[config.mk]
export PLATFORM = sky130hd
export DESIGN_NAME = impact_serial_ctrl
export DESIGN_NICKNAME = d
export VERILOG_FILES = /design/src/rtl/impact_pkg.sv /design/src/rtl/impact_piso8.sv /design/src/rtl/impact_serial_ctrl.sv
export SDC_FILE = /design/constraint.sdc
export NUM_CORES = 1
export LEC_CHECK = 0
export ABC_AREA = 1
export CORE_MARGIN = 3
export CORE_UTILIZATION = 45
export CTS_CLUSTER_SIZE = 8
export DETAILED_ROUTE_END_ITERATION = 12
export PLACE_DENSITY = 0.76
export SYNTH_ARGS = -nofsm -noshare
export SYNTH_HDL_FRONTEND = slang
export SYNTH_HIERARCHICAL = 1
export SYNTH_SLANG_ARGS = --single-unit
export TNS_END_PERCENT = 10
[constraint.sdc]
create_clock -name clk -period 1.5 [get_ports clk]
set_clock_uncertainty 0.1 [all_clocks]
set_input_delay 0.3 -clock clk [delete_from_list [all_inputs] [get_ports clk]]
set_output_delay 0.3 -clock clk [all_outputs]
set_load 0.01 [all_outputs]
[src/rtl/impact_pkg.sv]
// Shared definitions for the IMPACT serial command front-end:
// frame geometry, field offsets and the controller state encoding.
package impact_pkg;
    localparam int FRAME_W  = 24;
    localparam int OP_BIT   = 23;
    localparam int BANK_LSB = 20;
    localparam int BYTE_LSB = 18;
    localparam int WORD_LSB = 8;

    typedef enum logic [2:0] {IDLE, SHIFT, EXEC, WAIT, RESP} state_t;
endpackage

[src/rtl/impact_piso8.sv]
// 8-bit load / serial-out register for read responses, MSB first.
// 'last' is high while the eighth bit is on sdo.
module impact_piso8 (
    input  logic       clk,
    input  logic       rst_n,
    input  logic       ld,
    input  logic [7:0] din,
    output logic       sdo,
    output logic       sdo_valid,
    output logic       last
);
    logic [7:0] rdbuf;
    logic [2:0] rcnt;
    logic       act;

    always_ff @(posedge clk) begin
        if (!rst_n) begin
            rdbuf <= '0;
            rcnt  <= '0;
            act   <= 1'b0;
        end else if (ld) begin
            rdbuf <= din;
            rcnt  <= '0;
            act   <= 1'b1;
        end else if (act) begin
            rcnt <= rcnt + 3'd1;
            if (rcnt == 3'd7)
                act <= 1'b0;
        end
    end

    assign sdo       = act & rdbuf[3'd7 - rcnt];
    assign sdo_valid = act;
    assign last      = act && (rcnt == 3'd7);
endmodule

[src/rtl/impact_serial_ctrl.sv]
// Serial command front-end for user_proj_IMPACT_HEAD: deserialises 24-bit
// frames into memory strobes/fields and returns read bytes serially.
module impact_serial_ctrl #(
    parameter int RD_LAT  = 1,
    parameter int FRAME_W = impact_pkg::FRAME_W
) (
    input  logic       clk,
    input  logic       rst_n,
    input  logic       cs_n,
    input  logic       sdi,
    input  logic       sdi_valid,
    output logic       sdo,
    output logic       sdo_valid,
    output logic       busy,
    output logic       ovr,
    output logic [1:0] mem_bank,
    output logic [1:0] mem_byte,
    output logic [9:0] mem_word,
    output logic [7:0] mem_din,
    output logic       mem_we,
    output logic       mem_re,
    input  logic [7:0] mem_dout
);
    import impact_pkg::*;

    state_t             state;
    logic [FRAME_W-1:0] shreg;
    logic [FRAME_W-1:0] frame;
    logic [4:0]         bcnt;
    logic [1:0]         wcnt;
    logic               take;
    logic               ld;
    logic               resp_last;

    assign take  = sdi_valid & ~cs_n;
    assign frame = {shreg[FRAME_W-2:0], sdi};
    assign busy  = (state == EXEC) || (state == WAIT) || (state == RESP);
    // Capture happens on the edge that ends the last wait cycle.
    assign ld    = (state == WAIT) && (wcnt == 2'd1);

    always_ff @(posedge clk) begin
        if (!rst_n) begin
            state    <= IDLE;
            shreg    <= '0;
            bcnt     <= '0;
            wcnt     <= '0;
            mem_bank <= '0;
            mem_byte <= '0;
            mem_word <= '0;
            mem_din  <= '0;
            mem_we   <= 1'b0;
            mem_re   <= 1'b0;
            ovr      <= 1'b0;
        end else begin
            mem_we <= 1'b0;
            mem_re <= 1'b0;
            ovr    <= busy & take;
            case (state)
                IDLE: begin
                    if (take) begin
                        shreg <= frame;
                        bcnt  <= 5'd1;
                        state <= SHIFT;
                    end
                end
                SHIFT: begin
                    if (cs_n) begin
                        bcnt  <= '0;
                        state <= IDLE;
                    end else if (sdi_valid) begin
                        shreg <= frame;
                        if (bcnt == 5'(FRAME_W - 1)) begin
                            // Strobe is registered here so it is high during EXEC.
                            bcnt     <= '0;
                            mem_bank <= frame[BANK_LSB +: 2];
                            mem_byte <= frame[BYTE_LSB +: 2];
                            mem_word <= frame[WORD_LSB +: 10];
                            mem_din  <= frame[7:0];
                            mem_we   <= frame[OP_BIT];
                            mem_re   <= ~frame[OP_BIT];
                            state    <= EXEC;
                        end else begin
                            bcnt <= bcnt + 5'd1;
                        end
                    end
                end
                EXEC: begin
                    if (shreg[OP_BIT]) begin
                        state <= IDLE;
                    end else begin
                        wcnt  <= 2'(RD_LAT);
                        state <= WAIT;
                    end
                end
                WAIT: begin
                    if (wcnt == 2'd1)
                        state <= RESP;
                    else
                        wcnt <= wcnt - 2'd1;
                end
                RESP: begin
                    if (resp_last)
                        state <= IDLE;
                end
                default: state <= IDLE;
            endcase
        end
    end

    impact_piso8 u_piso (
        .clk       (clk),
        .rst_n     (rst_n),
        .ld        (ld),
        .din       (mem_dout),
        .sdo       (sdo),
        .sdo_valid (sdo_valid),
        .last      (resp_last)
    );
endmodule

==> results.yml <==
status:
  status: "complete, but fails checks"
  violations: "negative setup slack"
placed_design:
  dp_hpwl_um: 4280
  post-place-ws_ns: -0.418
  dpl_cell_area_um2: 3600
  gp_congestion: 0.823
  dp.cells: 523
  numPortBuffers: 40
setup_path:
  cp_cell_sequence: "buf_6, nand2_2, nand3_2, nand2_2, nor2_1, nor2_1, buf_2"
  startpoint_type: "register"
  crit_path_max_incr_delay_ns: 0.36
  worst_ep_arrival_time_ns: 1.28
  path_class: "register to primary output"
  crit_slowest_cell: "dfxtp_4"
  worstPathMaxFanout: 4
  endpoint_kind: "primary output"
  required_ns: 1.10
global_route:
  grt_max_degree: 25
  grt_pass1_vias: 2585
  grt_usage_pct: 17.8
  grt_pass1_wl_um: 10700
  antenna_found_initial: 0
  grt_remaining_overflow: 0
clock_tree:
  cts.reportedPaths.clkPinSlew_ns: 0.07
  clkLatencyLatePin_ns: 0.34
  tritoncts: "yes"
  hold_buffers: 0
  htree_levels: 3
  clk_path_buf_depth: 2
  cts_made_buffers: 9
  clock_sinks: 71
  ctsRootBufferMaster: "clkbuf_8"
sta:
  timing.fmax_mhz: 594
  hold_ws_ns: 0.338
  finalCritPeriodShare_pct: 112
  setup_violations: 5
  rsz0062_at_grt: "yes"
  min_period_ns: 1.68
  max-slew-margin-rel_pct: 80.4
  slew_viol_final: 0
  tightest_slew_ns: 0.293
  hold_viol_final: 0
  timing.final.ws_setup_ns: -0.184
drt:
  vias: 2726
  post-route-drc-count: 0
  ant_nets: 0
  via_per_inst: 4.96
  drt_first_pass_iters: 4
  drtIter0Drc: 188
  wl_um: 6760
  wire_per_inst_um: 12.3
yosys:
  synth_adder_area_share_pct: 1.73
  synth-simple-area-share_pct: 27.2
  yosysWarningCount: 6
  syn-num-nets: 406
  synthXorXnorAreaFrac_pct: 0
  synth_cell_types: 26
  synth_seq_cells: 71
  syn_inst: 389
  yosys.area.top_type: "dfxtp_1"
  syn-mean-instance-area_um2: 7.43
  yosys-mux-area-fraction_pct: 0
  synth.area.top_cells: "dfxtp_1 49%, nand2_1 11%, nor2_1 9.2%, a21oi_1 6.6%, o21ai_0 6.1%"
  synth-seq-area-share_pct: 49.2
  synth_top_family_by_area: "simple AND/OR/NAND/NOR gates"
  synth_compound_area_share_pct: 13.9
  synth_top_cell_area_share_pct: 49.2
  netlist_area_um2: 2890
finish:
  layout_commonest_cell: "nand2_1"
  final-instance-count-excl-fill: 550
  drive_gt1_share_pct: 27.6
  most-common-layout-cells: "71 x nand2_1, 64 x dfxtp_1, 62 x nor2_1"
  fill_cells: 491
  num_antenna_cells: 0
  design_area_um2: 4120
  syn2layout_area_growth_pct: 42.4
  nets: 487
run:
  maxCapViolCount: 0
power:
  power_density_nw_per_um2: 1330
  leakage_nw: 1.81
  ir_drop_v: 0.00105
min_path:
  hold_class: "register to register"
die:
  std_cell_rows: 28
  initial_core_util_pct: 47.7
  core_area_um2: 6060
  die_area_um2: 7420
  die_y_um: 86.1
  die_w_um: 86.1
  io_pins: 41
[power by group]
part           total (mW)  leakage, nW  switching [mW]  internal (mW)
registers            2.34        0.580           0.201           2.14
clock network        1.67        0.116           0.699          0.976
logic                1.44         1.12           0.819          0.624
[state kept, by name, indices dropped and copies added (netlist names), 3 cells and up]
signal,flops
mem_din,8
mem_word,10
u_piso/rdbuf,8
bcnt,5
u_piso/rcnt,3
shreg,24
state,3
[cell usage after synthesis, drive strengths merged]
| master | number |
|---|---|
| o21ai | 38 |
| inv | 33 |
| buf | 10 |
| o21a | 2 |
| nor3b | 1 |
| nand3 | 19 |
| nand2 | 86 |
| or2 | 1 |
| nand4 | 3 |
| nor2 | 74 |
| ha | 4 |
| nor3 | 3 |
| a21oi | 38 |
| clkbuf | 5 |
| dfxtp | 71 |
| a211oi | 1 |
[cells by family (layout without fill, tap and decap cells)]
kind of cell	count (synthesis)	after routing
buffers and inverters	48	134
flip-flops	71	71
adder cells (fa/ha/maj)	4	4
AO/OA/AOI/OAI	79	79
AND/OR/NAND/NOR	187	187
[metrics by stage]
stage / util, % / TNS [ns] / power [mW]
floorplan: - / 0 / 3.14
CTS: 62.9 / -0.350 / 5.28
finish: 67.9 / -0.299 / 5.46
global route: 67.9 / -4.36 / 5.78
global placement: 59.3 / -14.83 / 3.51
detailed placement: 59.3 / -17.99 / 3.55
[worst paths after layout]
check | start | endpoint | slack, ns | depth (start not counted)
max reg2reg | wcnt[1] | u_piso/rdbuf[3] | -0.07 | 7
min reg2reg | wcnt[0] | wcnt[0] | 0.34 | 1
min | wcnt[0] | wcnt[0] | 0.34 | 1
max | u_piso/rcnt[0] | sdo | -0.18 | 7
[timing repair]
action	4_1_cts	5_1_grt
setup endpoints to repair	87	67
buffers inserted	1	7
pin swaps	7	16
hold endpoints to repair	0	0
gates cloned	0	3
resized for setup	50	62
[cell type report]
cell class                      count  area, um^2  area share, %
Sequential cell                    71        1440           34.9
Multi-Input combinational cell    270        1420           34.6
Timing Repair Buffer               84         801           19.5
Clock buffer                       10         138           3.34
Inverter                           33         134           3.25
Tap cell                           75        93.8           2.28
Clock inverter                      6        83.8           2.04
Timing Repair inverter              1        7.51          0.182
[routing by layer]
layer	share of wire, %	GRT usage (%)	vias up
li1	-	-	1411
met1	46	21.5	1250
met2	49	30.2	56
met3	3.7	3.65	9
met4	1.3	8.20	0
met5	0	0	-
[critical path, delay by kind of cell (launching register included)]
family	cells	cell delay, ns
flops	1	0.36
simple gates	5	0.33
buf+inv	2	0.25
No activity file was read; power rests on OpenSTA's default activity.
